### config.mk
export PLATFORM = sky130hd
export DESIGN_NAME = tone_scheduler_flat
export DESIGN_NICKNAME = d
export VERILOG_FILES = /design/src/rtl/tone_scheduler_pkg.sv /design/src/rtl/tone_scheduler_if.sv /design/src/rtl/tone_scheduler_prio_arbiter3.sv /design/src/rtl/tone_scheduler.sv /design/src/flat_wrapper.sv
export SDC_FILE = /design/constraint.sdc
export NUM_CORES = 1
export LEC_CHECK = 0
export BUFFER_PORTS_ARGS = -buffer_cell sky130_fd_sc_hd__buf_2
export CAP_MARGIN = 15
export CELL_PAD_IN_SITES_DETAIL_PLACEMENT = 1
export CELL_PAD_IN_SITES_GLOBAL_PLACEMENT = 2
export CORE_ASPECT_RATIO = 1.25
export CORE_MARGIN = 2
export CORE_UTILIZATION = 30
export CTS_CLUSTER_SIZE = 40
export DETAILED_ROUTE_END_ITERATION = 8
export HOLD_SLACK_MARGIN = 0.1
export PLACE_DENSITY = 0.85
export REMOVE_ABC_BUFFERS = 1
export SYNTH_ARGS = -nofsm -noshare
export SYNTH_HDL_FRONTEND = slang
export SYNTH_SLANG_ARGS = --single-unit
export TNS_END_PERCENT = 1
### constraint.sdc
create_clock -name clk -period 7.33 [get_ports clk]
set_input_delay 0.733 -clock clk [delete_from_list [all_inputs] [get_ports clk]]
set_output_delay 0.733 -clock clk [all_outputs]
set_load 0.02 [all_outputs]
### src/rtl/tone_scheduler_pkg.sv
// rtl/tone_scheduler_pkg.sv - shared constants, types and helpers for the tone scheduler
// Contents: FSM state encoding, requester indices, payload field widths,
//           latched payload struct and the note-duration helper.
package tone_scheduler_pkg;

  localparam int NUM_REQ = 3;
  localparam int NOTE_W  = 3;
  localparam int OCT_W   = 2;
  localparam int LEN_W   = 3;
  localparam int CNT_W   = 10;

  localparam logic [1:0] REQ_ALERT = 2'd0;
  localparam logic [1:0] REQ_PLAY  = 2'd1;
  localparam logic [1:0] REQ_FREE  = 2'd2;

  typedef enum logic [1:0] {
    ST_IDLE = 2'd0,
    ST_PLAY = 2'd1,
    ST_GAP  = 2'd2
  } state_t;

  typedef struct packed {
    logic [NOTE_W-1:0] note;
    logic [OCT_W-1:0]  oct;
    logic [LEN_W-1:0]  len;
  } payload_t;

  // Note length in ms for a length code; callers keep UNIT_MS*8 <= 1023 so
  // the result always fits the 10-bit ms counter.
  function automatic logic [CNT_W-1:0] note_ticks(input logic [LEN_W-1:0] len,
                                                   input int unit_ms);
    int t;
    t = (int'(len) + 1) * unit_ms;
    return t[CNT_W-1:0];
  endfunction

endpackage

### src/rtl/tone_scheduler_if.sv
// rtl/tone_scheduler_if.sv - requester-side handshake bundle of the tone scheduler
// Signals: req_valid[3], req_note[3x3], req_oct[3x2], req_len[3x3] from the
//          requesters; req_ready[3], done[3], aborted back to them.
// Modports: master = requester side, slave = scheduler side.
interface tone_scheduler_if;
  import tone_scheduler_pkg::*;

  logic [NUM_REQ-1:0]        req_valid;
  logic [NUM_REQ*NOTE_W-1:0] req_note;
  logic [NUM_REQ*OCT_W-1:0]  req_oct;
  logic [NUM_REQ*LEN_W-1:0]  req_len;
  logic [NUM_REQ-1:0]        req_ready;
  logic [NUM_REQ-1:0]        done;
  logic                      aborted;

  modport master (
    output req_valid, req_note, req_oct, req_len,
    input  req_ready, done, aborted
  );

  modport slave (
    input  req_valid, req_note, req_oct, req_len,
    output req_ready, done, aborted
  );

endinterface

### src/rtl/tone_scheduler_prio_arbiter3.sv
// rtl/tone_scheduler_prio_arbiter3.sv - fixed-priority 3-way grant, index 0 highest
// Ports: req_i[2:0] request vector in, gnt_o[2:0] one-hot grant out (combinational).
module prio_arbiter3 (
  input  logic [2:0] req_i,
  output logic [2:0] gnt_o
);

  always_comb begin
    gnt_o = 3'b000;
    if (req_i[0])      gnt_o = 3'b001;
    else if (req_i[1]) gnt_o = 3'b010;
    else if (req_i[2]) gnt_o = 3'b100;
  end

endmodule

### src/rtl/tone_scheduler.sv
// rtl/tone_scheduler.sv - shares one sound generator among three note requesters
// Ports: clk, rst (sync, active-high), tick_1ms (1 ms strobe), flush (abort note),
//        req_if (slave handshake bundle), tone_en/tone_note/tone_oct (generator
//        drive), busy (PLAY or GAP), owner (current owner index).
// Macro: TONE_SCHEDULER_PREEMPT_EN lets requester 0 preempt requesters 1 and 2.
module tone_scheduler
  import tone_scheduler_pkg::*;
#(
  parameter int UNIT_MS = 125,
  parameter int GAP_MS  = 20
) (
  input  logic              clk,
  input  logic              rst,
  input  logic              tick_1ms,
  input  logic              flush,
  tone_scheduler_if.slave   req_if,
  output logic              tone_en,
  output logic [NOTE_W-1:0] tone_note,
  output logic [OCT_W-1:0]  tone_oct,
  output logic              busy,
  output logic [1:0]        owner
);

  localparam logic [CNT_W-1:0] GAP_TICKS = CNT_W'(GAP_MS);

  state_t             state_q, state_d;
  logic [CNT_W-1:0]   cnt_q, cnt_d;
  payload_t           pay_q, pay_d;
  logic [1:0]         owner_q, owner_d;
  logic               tone_en_q, tone_en_d;
  logic [NOTE_W-1:0]  tone_note_q, tone_note_d;
  logic [OCT_W-1:0]   tone_oct_q, tone_oct_d;
  logic               busy_q, busy_d;
  logic [NUM_REQ-1:0] done_q, done_d;
  logic               aborted_q, aborted_d;

  logic [2:0]         gnt;
  logic [2:0]         ready_c;
  logic               take;
  logic [1:0]         take_idx;
  logic [CNT_W-1:0]   play_ticks;

  prio_arbiter3 u_arb (
    .req_i (req_if.req_valid),
    .gnt_o (gnt)
  );

  assign play_ticks = note_ticks(pay_q.len, UNIT_MS);

  always_comb begin
    state_d   = state_q;
    cnt_d     = cnt_q;
    pay_d     = pay_q;
    owner_d   = owner_q;
    done_d    = '0;
    aborted_d = 1'b0;
    ready_c   = 3'b000;
    take      = 1'b0;
    take_idx  = gnt[0] ? REQ_ALERT : (gnt[1] ? REQ_PLAY : REQ_FREE);

    case (state_q)
      ST_IDLE: begin
        if (|gnt) begin
          ready_c = gnt;
          take    = 1'b1;
        end
      end
      ST_PLAY, ST_GAP: begin
        if (flush) begin
          done_d[owner_q] = 1'b1;
          aborted_d       = 1'b1;
          state_d         = ST_IDLE;
          cnt_d           = '0;
        end
`ifdef TONE_SCHEDULER_PREEMPT_EN
        else if (req_if.req_valid[0] && (owner_q != REQ_ALERT)) begin
          done_d[owner_q] = 1'b1;
          aborted_d       = 1'b1;
          ready_c         = 3'b001;
          take            = 1'b1;
          take_idx        = REQ_ALERT;
        end
`endif
        else if (state_q == ST_PLAY) begin
          // The tick that completes the note also ends PLAY, so the tone is
          // heard across exactly (len+1)*UNIT_MS ticks.
          if (tick_1ms) begin
            if (cnt_q + 10'd1 == play_ticks) begin
              state_d = ST_GAP;
              cnt_d   = '0;
            end else begin
              cnt_d = cnt_q + 10'd1;
            end
          end
        end else begin
          // Counter parks at GAP_TICKS for one cycle: that is the final GAP
          // cycle carrying the registered done pulse.
          if (cnt_q == GAP_TICKS) begin
            state_d = ST_IDLE;
            cnt_d   = '0;
          end else if (tick_1ms) begin
            cnt_d = cnt_q + 10'd1;
            if (cnt_q + 10'd1 == GAP_TICKS) done_d[owner_q] = 1'b1;
          end
        end
      end
      default: begin
        state_d = ST_IDLE;
        cnt_d   = '0;
      end
    endcase

    if (take) begin
      state_d      = ST_PLAY;
      cnt_d        = '0;
      owner_d      = take_idx;
      pay_d.note   = req_if.req_note[take_idx*NOTE_W +: NOTE_W];
      pay_d.oct    = req_if.req_oct[take_idx*OCT_W +: OCT_W];
      pay_d.len    = req_if.req_len[take_idx*LEN_W +: LEN_W];
    end

    // Generator drive is registered from the next state so it changes on the
    // same edge as the FSM.
    tone_en_d   = (state_d == ST_PLAY) && (pay_d.note != '0);
    tone_note_d = (state_d == ST_PLAY) ? pay_d.note : '0;
    tone_oct_d  = (state_d == ST_PLAY) ? pay_d.oct  : '0;
    busy_d      = (state_d != ST_IDLE);
  end

  always_ff @(posedge clk) begin
    if (rst) begin
      state_q     <= ST_IDLE;
      cnt_q       <= '0;
      pay_q       <= '0;
      owner_q     <= '0;
      tone_en_q   <= 1'b0;
      tone_note_q <= '0;
      tone_oct_q  <= '0;
      busy_q      <= 1'b0;
      done_q      <= '0;
      aborted_q   <= 1'b0;
    end else begin
      state_q     <= state_d;
      cnt_q       <= cnt_d;
      pay_q       <= pay_d;
      owner_q     <= owner_d;
      tone_en_q   <= tone_en_d;
      tone_note_q <= tone_note_d;
      tone_oct_q  <= tone_oct_d;
      busy_q      <= busy_d;
      done_q      <= done_d;
      aborted_q   <= aborted_d;
    end
  end

  // Ready must pulse in the acceptance cycle, so it stays combinational;
  // reset masks it.
  assign req_if.req_ready = rst ? 3'b000 : ready_c;
  assign req_if.done      = done_q;
  assign req_if.aborted   = aborted_q;
  assign tone_en          = tone_en_q;
  assign tone_note        = tone_note_q;
  assign tone_oct         = tone_oct_q;
  assign busy             = busy_q;
  assign owner            = owner_q;

endmodule

### src/flat_wrapper.sv
// flat-port wrapper written by rule: the top's interface ports become plain ports
module tone_scheduler_flat import tone_scheduler_pkg::*;
#(
  parameter int UNIT_MS = 125,
  parameter int GAP_MS  = 20
)
  (clk, rst, tick_1ms, flush, tone_en, tone_note, tone_oct, busy, owner, req_if_req_valid, req_if_req_note, req_if_req_oct, req_if_req_len, req_if_req_ready, req_if_done, req_if_aborted);
  tone_scheduler_if req_if_i ();
  input  logic clk;
  input  logic rst;
  input  logic tick_1ms;
  input  logic flush;
  output logic tone_en;
  output logic [NOTE_W-1:0] tone_note;
  output logic [OCT_W-1:0] tone_oct;
  output logic busy;
  output logic [1:0] owner;
  input wire logic [$bits(req_if_i.req_valid)-1:0] req_if_req_valid;
  input wire logic [$bits(req_if_i.req_note)-1:0] req_if_req_note;
  input wire logic [$bits(req_if_i.req_oct)-1:0] req_if_req_oct;
  input wire logic [$bits(req_if_i.req_len)-1:0] req_if_req_len;
  output wire logic [$bits(req_if_i.req_ready)-1:0] req_if_req_ready;
  output wire logic [$bits(req_if_i.done)-1:0] req_if_done;
  output wire logic [$bits(req_if_i.aborted)-1:0] req_if_aborted;
  assign req_if_i.req_valid = req_if_req_valid;
  assign req_if_i.req_note = req_if_req_note;
  assign req_if_i.req_oct = req_if_req_oct;
  assign req_if_i.req_len = req_if_req_len;
  assign req_if_req_ready = req_if_i.req_ready;
  assign req_if_done = req_if_i.done;
  assign req_if_aborted = req_if_i.aborted;
  tone_scheduler #(.UNIT_MS(UNIT_MS), .GAP_MS(GAP_MS)) u_core (.clk(clk), .rst(rst), .tick_1ms(tick_1ms), .flush(flush), .req_if(req_if_i), .tone_en(tone_en), .tone_note(tone_note), .tone_oct(tone_oct), .busy(busy), .owner(owner));
endmodule
## Yosys cells after proc, flatten, opt, wreduce, memory -nomap -nowiden

Index checks and enable logic that the tools add are counted.

- Memory bits (read-only): 0
- RAM bits: 0
- Register bits after elaboration: 33
- Latch bits: 0
- Memories: 0

- Muxes and demuxes: 33
- Div/mod/pow operators: 0
- Add/sub/neg operators: 2
- Equal/unequal tests: 8
- Shifts and indexed selects: 3
- Multiply operators: 2
- Magnitude comparators: 2
- Reductions and logical operators: 11
- Bitwise operators: 3

Operators by type and width:

| cell | number |
|---|---|
| 10-bit two-way mux | 6 |
| 3-bit two-way mux | 11 |
| 32-bit by 8-bit multiplier with 10-bit output, second input constant | 1 |
| 10-bit by 5-bit equality test with 1-bit output, second input constant | 2 |
| 10-bit case mux with 2 select lines | 1 |
| 9-bit by 5-bit variable part select with 3-bit output | 2 |
| 2-bit two-way mux | 8 |
| 10-bit by 1-bit adder with 10-bit output, second input constant | 1 |
| 10-bit equality test | 1 |
| 8-bit two-way mux | 1 |
| 2-bit OR reduction | 4 |
| 6-bit by 4-bit variable part select with 2-bit output | 1 |
| 3-bit by 1-bit adder with 4-bit output, second input constant | 1 |
| 2-bit by 1-bit equality test with 1-bit output, second input constant | 2 |
| 2-bit by 2-bit multiplier with 4-bit output, second input constant | 1 |
| 1-bit two-way mux | 4 |
| 4-bit by 3-bit inequality test with 1-bit output, second input constant | 1 |
| 4-bit inequality test, second input constant | 1 |
| 2-bit case mux with 2 select lines | 1 |
| 2-bit by 3-bit < comparator with 1-bit output, second input constant | 1 |
| 1-bit NOT | 3 |
| 3-bit AND reduction | 1 |
| 3-bit nonzero test | 1 |
| 3-bit OR reduction | 1 |
| other kinds (6) | 7 |

## Depth between registers and ports, before layout

Gate-level depths: netlist (run 1).

- Depth in word-level cells: 12
- Mapped depth: 17

## Cells and area by module

A second synthesis (run 1) with hierarchy kept.

- Cell total of the unflattened synthesis: 332
- Area total of the unflattened synthesis: 2,562.5 um^2

By module, submodules not included:

| module | area an instance (um^2) | instances | cells an instance |
|---|---|---|---|
| tone_scheduler | 2,536.2 | 1 | 329 |
| prio_arbiter3 | 26.3 | 1 | 3 |

## Least setup slack after synthesis (run 1)

No wires, ideal clock.

- Path kind: register to register
- Start: register u_core.pay_q[0] (netlist bit)
- End: register u_core.tone_en_q, in the netlist u_core.tone_en
- Data required time: 7.198 ns
- Cell stages (with the launch flop): 17
- Period minus slack after synthesis: 3.912 ns
- Library setup time: 0.132 ns
- Setup slack: 3.418 ns
- Path buffers: 0
- Arrival time: 3.780 ns
- Path through: dfxtp_1 ha_1 xnor2_1 ha_1 inv_1 ha_1 inv_1 fa_1 inv_1 ha_1 nand2_1 o211ai_1 xnor3_1 nor3_2 a31oi_4 o41ai_4 a21oi_1

- Cells in the longest elaborated chain, start to end: 11

RTL lines:

| item | RTL line | text |
|---|---|---|
| start, declared | tone_scheduler.sv:28 | `payload_t pay_q, pay_d;` |
| start signal, assigned | tone_scheduler.sv:145 | `pay_q <= pay_d;` |
| 3-bit by 1-bit adder with 4-bit output | tone_scheduler_pkg.sv:33 | `t = (int'(len) + 1) * unit_ms;` |
| 32-bit by 8-bit multiplier with 10-bit output | tone_scheduler_pkg.sv:33 |  |
| 10-bit equality test | tone_scheduler.sv:88 | `if (cnt_q + 10'd1 == play_ticks) begin` |
| 2-bit two-way mux | tone_scheduler.sv:88 |  |
| 2-bit two-way mux | tone_scheduler.sv:87 | `if (tick_1ms) begin` |
| 2-bit two-way mux | tone_scheduler.sv:84 | `else if (state_q == ST_PLAY) begin` |
| 2-bit two-way mux | tone_scheduler.sv:69 | `if (flush) begin` |
| 2-bit case mux with 2 select lines | tone_scheduler.sv:61 | `case (state_q)` |
| 2-bit two-way mux | tone_scheduler.sv:113 | `if (take) begin` |
| 2-bit by 1-bit equality test with 1-bit output | tone_scheduler.sv:124 | `tone_en_d = (state_d == ST_PLAY) && (pay_d.note != '0);` |
| 1-bit logical AND | tone_scheduler.sv:124 |  |
| end signal, assigned | tone_scheduler.sv:147 | `tone_en_q <= tone_en_d;` |
| end, declared | tone_scheduler.sv:30 | `logic tone_en_q, tone_en_d;` |

Every way passes these cells.
A chain may end at the register's enable or synchronous reset.

## Final worst setup path (run 1)

- Start: register u_core.pay_q[0] (netlist bit)
- End: register u_core.tone_note_q[1], in the netlist u_core.tone_note[1]

- Cells in the longest elaborated chain, start to end: 12

RTL lines:

| item | RTL line | text |
|---|---|---|
| 3-bit by 1-bit adder with 4-bit output | tone_scheduler_pkg.sv:33 |  |
| 32-bit by 8-bit multiplier with 10-bit output | tone_scheduler_pkg.sv:33 |  |
| 10-bit equality test | tone_scheduler.sv:88 |  |
| 2-bit two-way mux | tone_scheduler.sv:88 |  |
| 2-bit two-way mux | tone_scheduler.sv:87 |  |
| 2-bit two-way mux | tone_scheduler.sv:84 |  |
| 2-bit two-way mux | tone_scheduler.sv:69 |  |
| 2-bit case mux with 2 select lines | tone_scheduler.sv:61 |  |
| 2-bit two-way mux | tone_scheduler.sv:113 |  |
| 2-bit by 1-bit equality test with 1-bit output | tone_scheduler.sv:125 | `tone_note_d = (state_d == ST_PLAY) ? pay_d.note : '0;` |
| 1-bit NOT (no source line) | -- |  |
| 2-bit OR reduction (no source line) | -- |  |
| end signal, assigned | tone_scheduler.sv:148 | `tone_note_q <= tone_note_d;` |
| end, declared | tone_scheduler.sv:31 | `logic [NOTE_W-1:0] tone_note_q, tone_note_d;` |

Every way passes these cells.

==> results of run 1 <==
## power breakdown
group | switching [mW] | leakage, nW | internal, mW
logic | 0.158 | 1.03 | 0.114
registers | 0.00601 | 0.269 | 0.188
clock network | 0.0735 | 0.0433 | 0.0744
total | 0.238 | 1.34 | 0.376
## worst reg2reg max path, delay by kind of cell, from the launching register on
family          cells  cell delay, ps
simple gates        2             340
flops               1             570
compound gates      4             980
buf+inv             3             190
fa+ha+maj           5            1690
xor+xnor            2             610
## layer usage
| layer | global-route usage [%] | part of all wire, % | up-vias |
|---|---|---|---|
| met4 | 5.74 | 2.1 | 0 |
| met2 | 30.6 | 53 | 60 |
| li1 | - | - | 1224 |
| met3 | 2.68 | 3.6 | 12 |
| met5 | 0 | 0 | - |
| met1 | 19.7 | 42 | 1224 |
## logic make-up (layout without fill, tap and decap cells)
family	after synthesis	in the layout	share of synthesized area (%)
AOI/OAI and AO/OA	70	70	18.5
and+or+nand+nor	125	125	24.4
adders and majority gates	24	24	12.2
xor gates and xnor gates	27	27	9.83
DFF	33	33	24.5
buffers and inverters	41	76	6.73
muxes	9	9	3.80
## Yosys cell counts (all sizes together) (4+ instances only)
cell / number / area, um2
ha: 20 / 250
mux2i: 9 / 103
o2111ai: 4 / 41.3
xnor2: 22 / 193
buf: 11 / 68.8
nand2: 18 / 67.6
a21boi: 5 / 37.5
o2bb2ai: 5 / 43.8
dfxtp: 33 / 661
nor2b: 5 / 31.3
clkbuf: 10 / 37.5
o211ai: 4 / 30.0
nor2: 39 / 146
nand3: 16 / 97.6
fa: 4 / 80.1
and3: 8 / 50.1
a21oi: 26 / 130
o21ai: 6 / 30.0
nand4: 8 / 50.1
nor3: 13 / 81.3
a31oi: 4 / 40.0
inv: 20 / 75.1
a21o: 4 / 30.0
## cell type report
type                    instances  share of cell area [%]
inverters                      20                    2.43
clock inverters                 1                   0.243
clock buffers                   6                    2.67
well taps                     120                    4.85
multi-input cells             255                    60.2
flip-flops and latches         33                    21.4
repair buffers                 49                    8.29
## flip-flops by register name (all words and copies together), names as in the netlist
name	flops
u_core.cnt_q	10
u_core.pay_q	8
u_core.req_if.done	3
u_core.tone_note	3
u_core.owner	2
u_core.state_q	2
u_core.tone_oct	2
u_core.busy	1
u_core.req_if.aborted	1
u_core.tone_en	1
## path summary, 6_finish.rpt
path,start,end,slack (ps),depth (start not counted)
max reg2reg,u_core.pay_q[0],u_core.tone_note[1],2820,16
min,u_core.owner[0],u_core.req_if.done[2],500,1
min reg2reg,u_core.owner[0],u_core.req_if.done[2],500,1
max,u_core.pay_q[0],u_core.tone_note[1],2820,16
## metrics by stage
| stage | cell area [um2] | instances | total power [mW] |
|---|---|---|---|
| 6_report | 3090 | 484 | 0.614 |
| 5_1_grt | 3090 | 484 | 0.660 |
| 4_1_cts | 3080 | 483 | 0.621 |
| 3_5_place_dp | 2990 | 476 | 0.472 |
| 3_3_place_gp | 2990 | 476 | 0.462 |
| 2_1_floorplan | 2590 | 308 | 0.402 |
==> results.py, run 1 <==
metrics = {
    "status": {
        "status": "finished, final reports clean",
    },
    "floorplan": {
        "die_w_um": 88.8,
        "row_count": 38,
        "die_area_um2": 9770,
        "start_util_pct": 31.0,
        "dieHeight_um": 110,
        "ios": 47,
        "core_area_um2": 8700,
    },
    "flow_run": {
        "cap_violations": 0,
    },
    "cts": {
        "ctsHoldBuffers": 0,
        "tritoncts": "yes",
        "post_cts_buffers": 0,
        "ctsResizeCount": 0,
        "cts_buffers": 5,
        "htree_levels": 2,
        "clockBufferDepth": 2,
        "clock_latency_ps": 290,
        "cts-root-buf": "clkbuf_8",
        "clk_pin_slew_ps": 80,
        "cts_num_sinks": 33,
    },
    "grt": {
        "grt_pass1_vias": 2696,
        "grt_max_degree": 26,
        "grt_overflow": 0,
        "antenna_found_initial": 0,
        "grt_first_pass_wirelength_mm": 13.0,
        "globalRouteTotalUtil_pct": 16.8,
    },
    "synth": {
        "netlist_area_um2": 2700,
        "synth-async-reset-ratio_pct": 0,
        "ys_warn_count": 0,
        "synth-edff-count": 0,
        "ys_seq_area_share_pct": 24.5,
        "synthFlopType": "dfxtp_1",
        "syn_avg_cell_area_um2": 8.20,
        "syn_inst": 329,
        "ys_types": 54,
        "synth-seq-cells": 33,
    },
    "sta": {
        "tns_ps": 0,
        "hold_violations": 0,
        "timing.final.crit_share_pct": 61.6,
        "worst_slack_ps": 2820,
        "timing.final.crit_period_ps": 4510,
        "rsz0062_at_grt": "false",
        "whs_ps": 497,
        "finalMaxSlewViolations": 0,
        "relSlewSlack_pct": 44.6,
        "fmax_ghz": 0.222,
        "setup_viol": 0,
        "fin_worst_skew_ps": 10.5,
        "worst_pin_slew_ps": 830,
    },
    "worst_setup_path": {
        "critical_path.slowest_cell": "dfxtp_1",
        "critPathCaptureType": "flop",
        "path_common_cell": "ha_1",
        "cp_max_fo": 15,
        "cp-start-kind": "flop",
        "path_buf_inv": 3,
        "critPathMaxStageDelay_ps": 570,
        "required_ps": 7480,
        "path_cells": "ha_1, xnor2_1, ha_1, inv_1, ha_1, inv_1, fa_1, inv_1, ha_1, nand2_1, o211ai_1, xnor3_1, nor3_2, a31oi_4, o41ai_4, a21boi_1",
        "critPathKind": "reg -> reg",
        "cp_top_family": "adder cells",
        "cp.arrival_ps": 4670,
    },
    "pwr": {
        "powerDensity_nw_per_um2": 198,
        "p_leak_nw": 1.34,
        "vdd_drop_max_mv": 0.0914,
    },
    "detailed_routing": {
        "dr.pass1.iters": 4,
        "num_vias": 2520,
        "drc": 0,
        "antenna_left": 0,
        "drt_iter0_drc": 78,
        "viasPerCell": 5.21,
        "routed_wl_mm": 7.46,
        "wl_per_cell_um": 15.4,
    },
    "layout": {
        "diodes": 0,
        "fill_cells": 1058,
        "utilization_pct": 35.5,
        "final_cell_mix": "46 x buf_2, 39 x nor2_1, 33 x dfxtp_1",
        "layout.nets": 419,
        "areaGrowthSynthToFinish_pct": 14.7,
        "area.sequential_um2": 661,
        "final_common_cell": "buf_2",
        "drive_above_1_share_pct": 18.4,
        "multi_input_area_um2": 1860,
    },
    "place": {
        "gp_congestion": 0.780,
        "preCtsSetupSlack_ps": 2770,
        "dp_hpwl_mm": 5.79,
        "port_buffers": 46,
    },
    "worst_hold_path": {
        "worstHoldPathType": "reg -> reg",
    },
}
No activity file was read; power rests on OpenSTA's default activity.
==> run 2: changes to the inputs <==
- ABC_AREA: not set -> 1
- PLACE_DENSITY: 0.85 -> 0.92
- clock period: 7.33 -> 4.61 ns (I/O delays scaled with it)
==> run 2 against run 1 <==
Against the previous run: maximum frequency increased by 10%; largest power group unchanged; critical endpoint is now u_core.tone_note[0]; critical path depth increased by 8; power increased by 85%; synthesized cell count increased by 23%; core utilization increased by 0.84 points; register-to-register slack got worse by 2300 ps.
==> results.py, run 2 <==
metrics = {
    "sta": {
        "rsz0062_at_grt": "false",
        "finalMaxSlewViolations": 0,
        "worst_pin_slew_ps": 882,
        "fmax_ghz": 0.244,
        "tns_ps": 0,
        "relSlewSlack_pct": 40.8,
        "setup_viol": 0,
        "hold_violations": 0,
        "timing.final.crit_period_ps": 4090,
        "timing.final.crit_share_pct": 88.8,
        "worst_slack_ps": 517,
        "fin_worst_skew_ps": 7.48,
    },
    "synth": {
        "synthMuxAreaShare_pct": 0.778,
        "synth-edff-count": 0,
        "synthTopCellsByCount": "123 x nand2_1, 63 x inv_1, 43 x nand3_1",
        "yosys.area_share.simple_pct": 39.2,
        "synth-seq-cells": 33,
        "syn_avg_cell_area_um2": 6.37,
        "ys_seq_area_share_pct": 25.7,
        "synthFlopType": "dfxtp_1",
        "ys_warn_count": 0,
        "ys_types": 32,
        "syn_inst": 404,
        "synth_area_leaders": "dfxtp_1 26%, nand2_1 18%, ha_1 9.7%, inv_1 9.2%, nand3_1 8.4%",
        "synthXorXnorAreaFrac_pct": 1.70,
        "yosys.area.top_type": "dfxtp_1",
        "netlist_area_um2": 2570,
        "synth_fa_ha_area_share_pct": 12.8,
        "synth-async-reset-ratio_pct": 0,
        "post-synth-top-count-cell": "nand2_1",
        "synth_top_area_share_pct": 25.7,
        "synth_compound_area_share_pct": 8.60,
        "synth_top_family_by_area": "simple AND/OR/NAND/NOR gates",
    },
    "worst_setup_path": {
        "critPathCaptureType": "flop",
        "cp_top_family": "adder cells",
        "cp.arrival_ps": 4280,
        "required_ps": 4790,
        "cp_max_fo": 10,
        "path_buf_inv": 3,
        "path_common_cell": "nand2_1",
        "r2r_slack_ps": 520,
        "cp-start-kind": "flop",
        "critPathKind": "reg -> reg",
        "reg2regPathDepth": 24,
        "critical_path_cell_count": 24,
        "path_cells": "ha_1, nand2_1, nand2_1, ha_1, inv_1, ha_1, inv_1, fa_1, inv_1, ha_1, a21oi_1, nand2_1, nand2_1, nand2_1, nand2_1, nand2_1, nor2_2, nand3_1, nor2_2, nand3_1, nand2_1, nand3_2, nand3_2, nor2_1",
        "critical_path.slowest_cell": "dfxtp_1",
        "critPathMaxStageDelay_ps": 550,
    },
    "worst_hold_path": {
        "hold_depth": 3,
        "worstHoldPathType": "in -> reg",
    },
    "floorplan": {
        "row_count": 37,
        "start_util_pct": 31.1,
        "core_area_um2": 8290,
        "die_w_um": 86.8,
        "ios": 47,
        "dieHeight_um": 108,
        "die_area_um2": 9340,
    },
    "layout": {
        "reg.largest.list": "u_core.cnt_q (10), u_core.pay_q (8)",
        "multi_input_area_um2": 1630,
        "drive_above_1_share_pct": 17.5,
        "area.sequential_um2": 661,
        "final_cell_mix": "123 x nand2_1, 63 x inv_1, 46 x buf_2",
        "largest_reg_flops": 10,
        "final_common_cell": "nand2_1",
        "layout.nets": 506,
        "regMostFlops": "u_core.cnt_q",
        "utilization_pct": 36.4,
        "diodes": 0,
        "fill_cells": 1106,
        "areaGrowthSynthToFinish_pct": 17.2,
    },
    "cts": {
        "cts_num_sinks": 33,
        "tritoncts": "yes",
        "post_cts_buffers": 0,
        "ctsResizeCount": 0,
        "clock_latency_ps": 290,
        "clk_pin_slew_ps": 80,
        "cts_buffers": 5,
        "ctsHoldBuffers": 0,
        "htree_levels": 2,
        "cts-root-buf": "clkbuf_8",
        "clockBufferDepth": 2,
    },
    "pwr": {
        "p_sw_uw": 468,
        "p_sw_share_pct": 41.2,
        "vdd_drop_max_mv": 0.157,
        "p_comb_share_pct": 47.6,
        "p_clk_share_pct": 24.8,
        "intPower_uw": 668,
        "powerDensity_nw_per_um2": 377,
        "p_leak_nw": 1.51,
        "sequentialPowerShare_pct": 27.5,
    },
    "detailed_routing": {
        "viasPerCell": 4.92,
        "wl_per_cell_um": 13.7,
        "dr.pass1.iters": 4,
        "routed_wl_mm": 7.53,
        "drt_iter0_drc": 83,
        "num_vias": 2701,
        "antenna_left": 0,
        "drc": 0,
    },
    "grt": {
        "antenna_found_initial": 0,
        "grt_max_degree": 15,
        "globalRouteTotalUtil_pct": 17.0,
        "grt_overflow": 0,
        "grt_pass1_vias": 2910,
        "grt_first_pass_wirelength_mm": 12.9,
    },
    "flow_run": {
        "cap_violations": 0,
    },
    "place": {
        "port_buffers": 46,
        "preCtsSetupSlack_ps": 519,
        "dp_hpwl_mm": 6.29,
        "gp_congestion": 0.856,
    },
    "status": {
        "status": "finished, final reports clean",
    },
}
-- run 2: cell count changes after synthesis, sizes merged, moves of 5 or more --
cell / delta
a21oi: -13
nor2b: -5
buf: -9
clkbuf: -6
nand3: +32
xnor2: -18
and3: -8
nor3: -10
o2bb2ai: -5
nand2: +109
o21ai: +8
inv: +49
mux2i: -7
-- run 2: final cells by class --
type,instances,share of cell area [%]
timing repair buffer,46,7.63
inverter,69,8.59
multi-input combinational,296,54.0
clock inverter,3,1.54
clock buffer,5,2.28
sequential,33,21.9
tap,97,4.02
-- run 2: kinds of logic (layout without fill, tap and decap cells) --
group / count (synthesis) / after routing
and+or+nand+nor: 229 / 229
buffers and inverters: 75 / 123
muxes: 2 / 2
DFF: 33 / 33
adders and majority gates: 24 / 24
AOI/OAI and AO/OA: 36 / 36
xor gates and xnor gates: 5 / 5
-- run 2: final timing paths --
kind | start | endpoint
max | u_core.pay_q[0] | u_core.tone_note[0]
min | req_if_req_len[4] | u_core.pay_q[1]
max reg2reg | u_core.pay_q[0] | u_core.tone_note[0]
min reg2reg | u_core.owner[1] | u_core.req_if.done[0]
-- run 2: worst reg2reg max path, cell delays in order (launching register included) --
cell     delay (ps)
dfxtp_1         550
ha_1            280
nand2_1          90
nand2_1         110
ha_1            190
inv_1            80
ha_1            320
inv_1            70
fa_1            500
inv_1            40
ha_1            350
a21oi_1         190
nand2_1          70
nand2_1         110
nand2_1         100
nand2_1          80
nand2_1          70
nor2_2          100
nand3_1          80
nor2_2          120
nand3_1          80
nand2_1          80
nand3_2          90
nand3_2         160
nor2_1           70
-- run 2: power groups by stage --
stage          Combinational (mW)  Sequential [mW]  Clock, mW
6_report                    0.541            0.313      0.282
5_1_grt                     0.630            0.315      0.303
4_1_cts                     0.547            0.313      0.288
3_5_place_dp                0.542            0.319          0
3_3_place_gp                0.527            0.319          0
2_1_floorplan               0.398            0.327          0
-- run 2: through the flow --
stage          hold WS [ps]  instance area, um2  instances  power [mW]
2_1_floorplan           460                2540        398       0.725
3_3_place_gp            465                2900        541       0.845
3_5_place_dp            464                2900        541       0.861
4_1_cts                 452                3020        549        1.15
5_1_grt                 482                3020        549        1.25
6_report                453                3020        549        1.14
-- run 2: per-layer routing --
| metal | track usage, % | vias to the layer above | wire length, um |
|---|---|---|---|
| met5 | 0 | - | 0 |
| met1 | 17.8 | 1257 | 3080 |
| li1 | - | 1375 | - |
| met3 | 3.91 | 14 | 339 |
| met4 | 4.91 | 0 | 156 |
| met2 | 32.9 | 55 | 3960 |
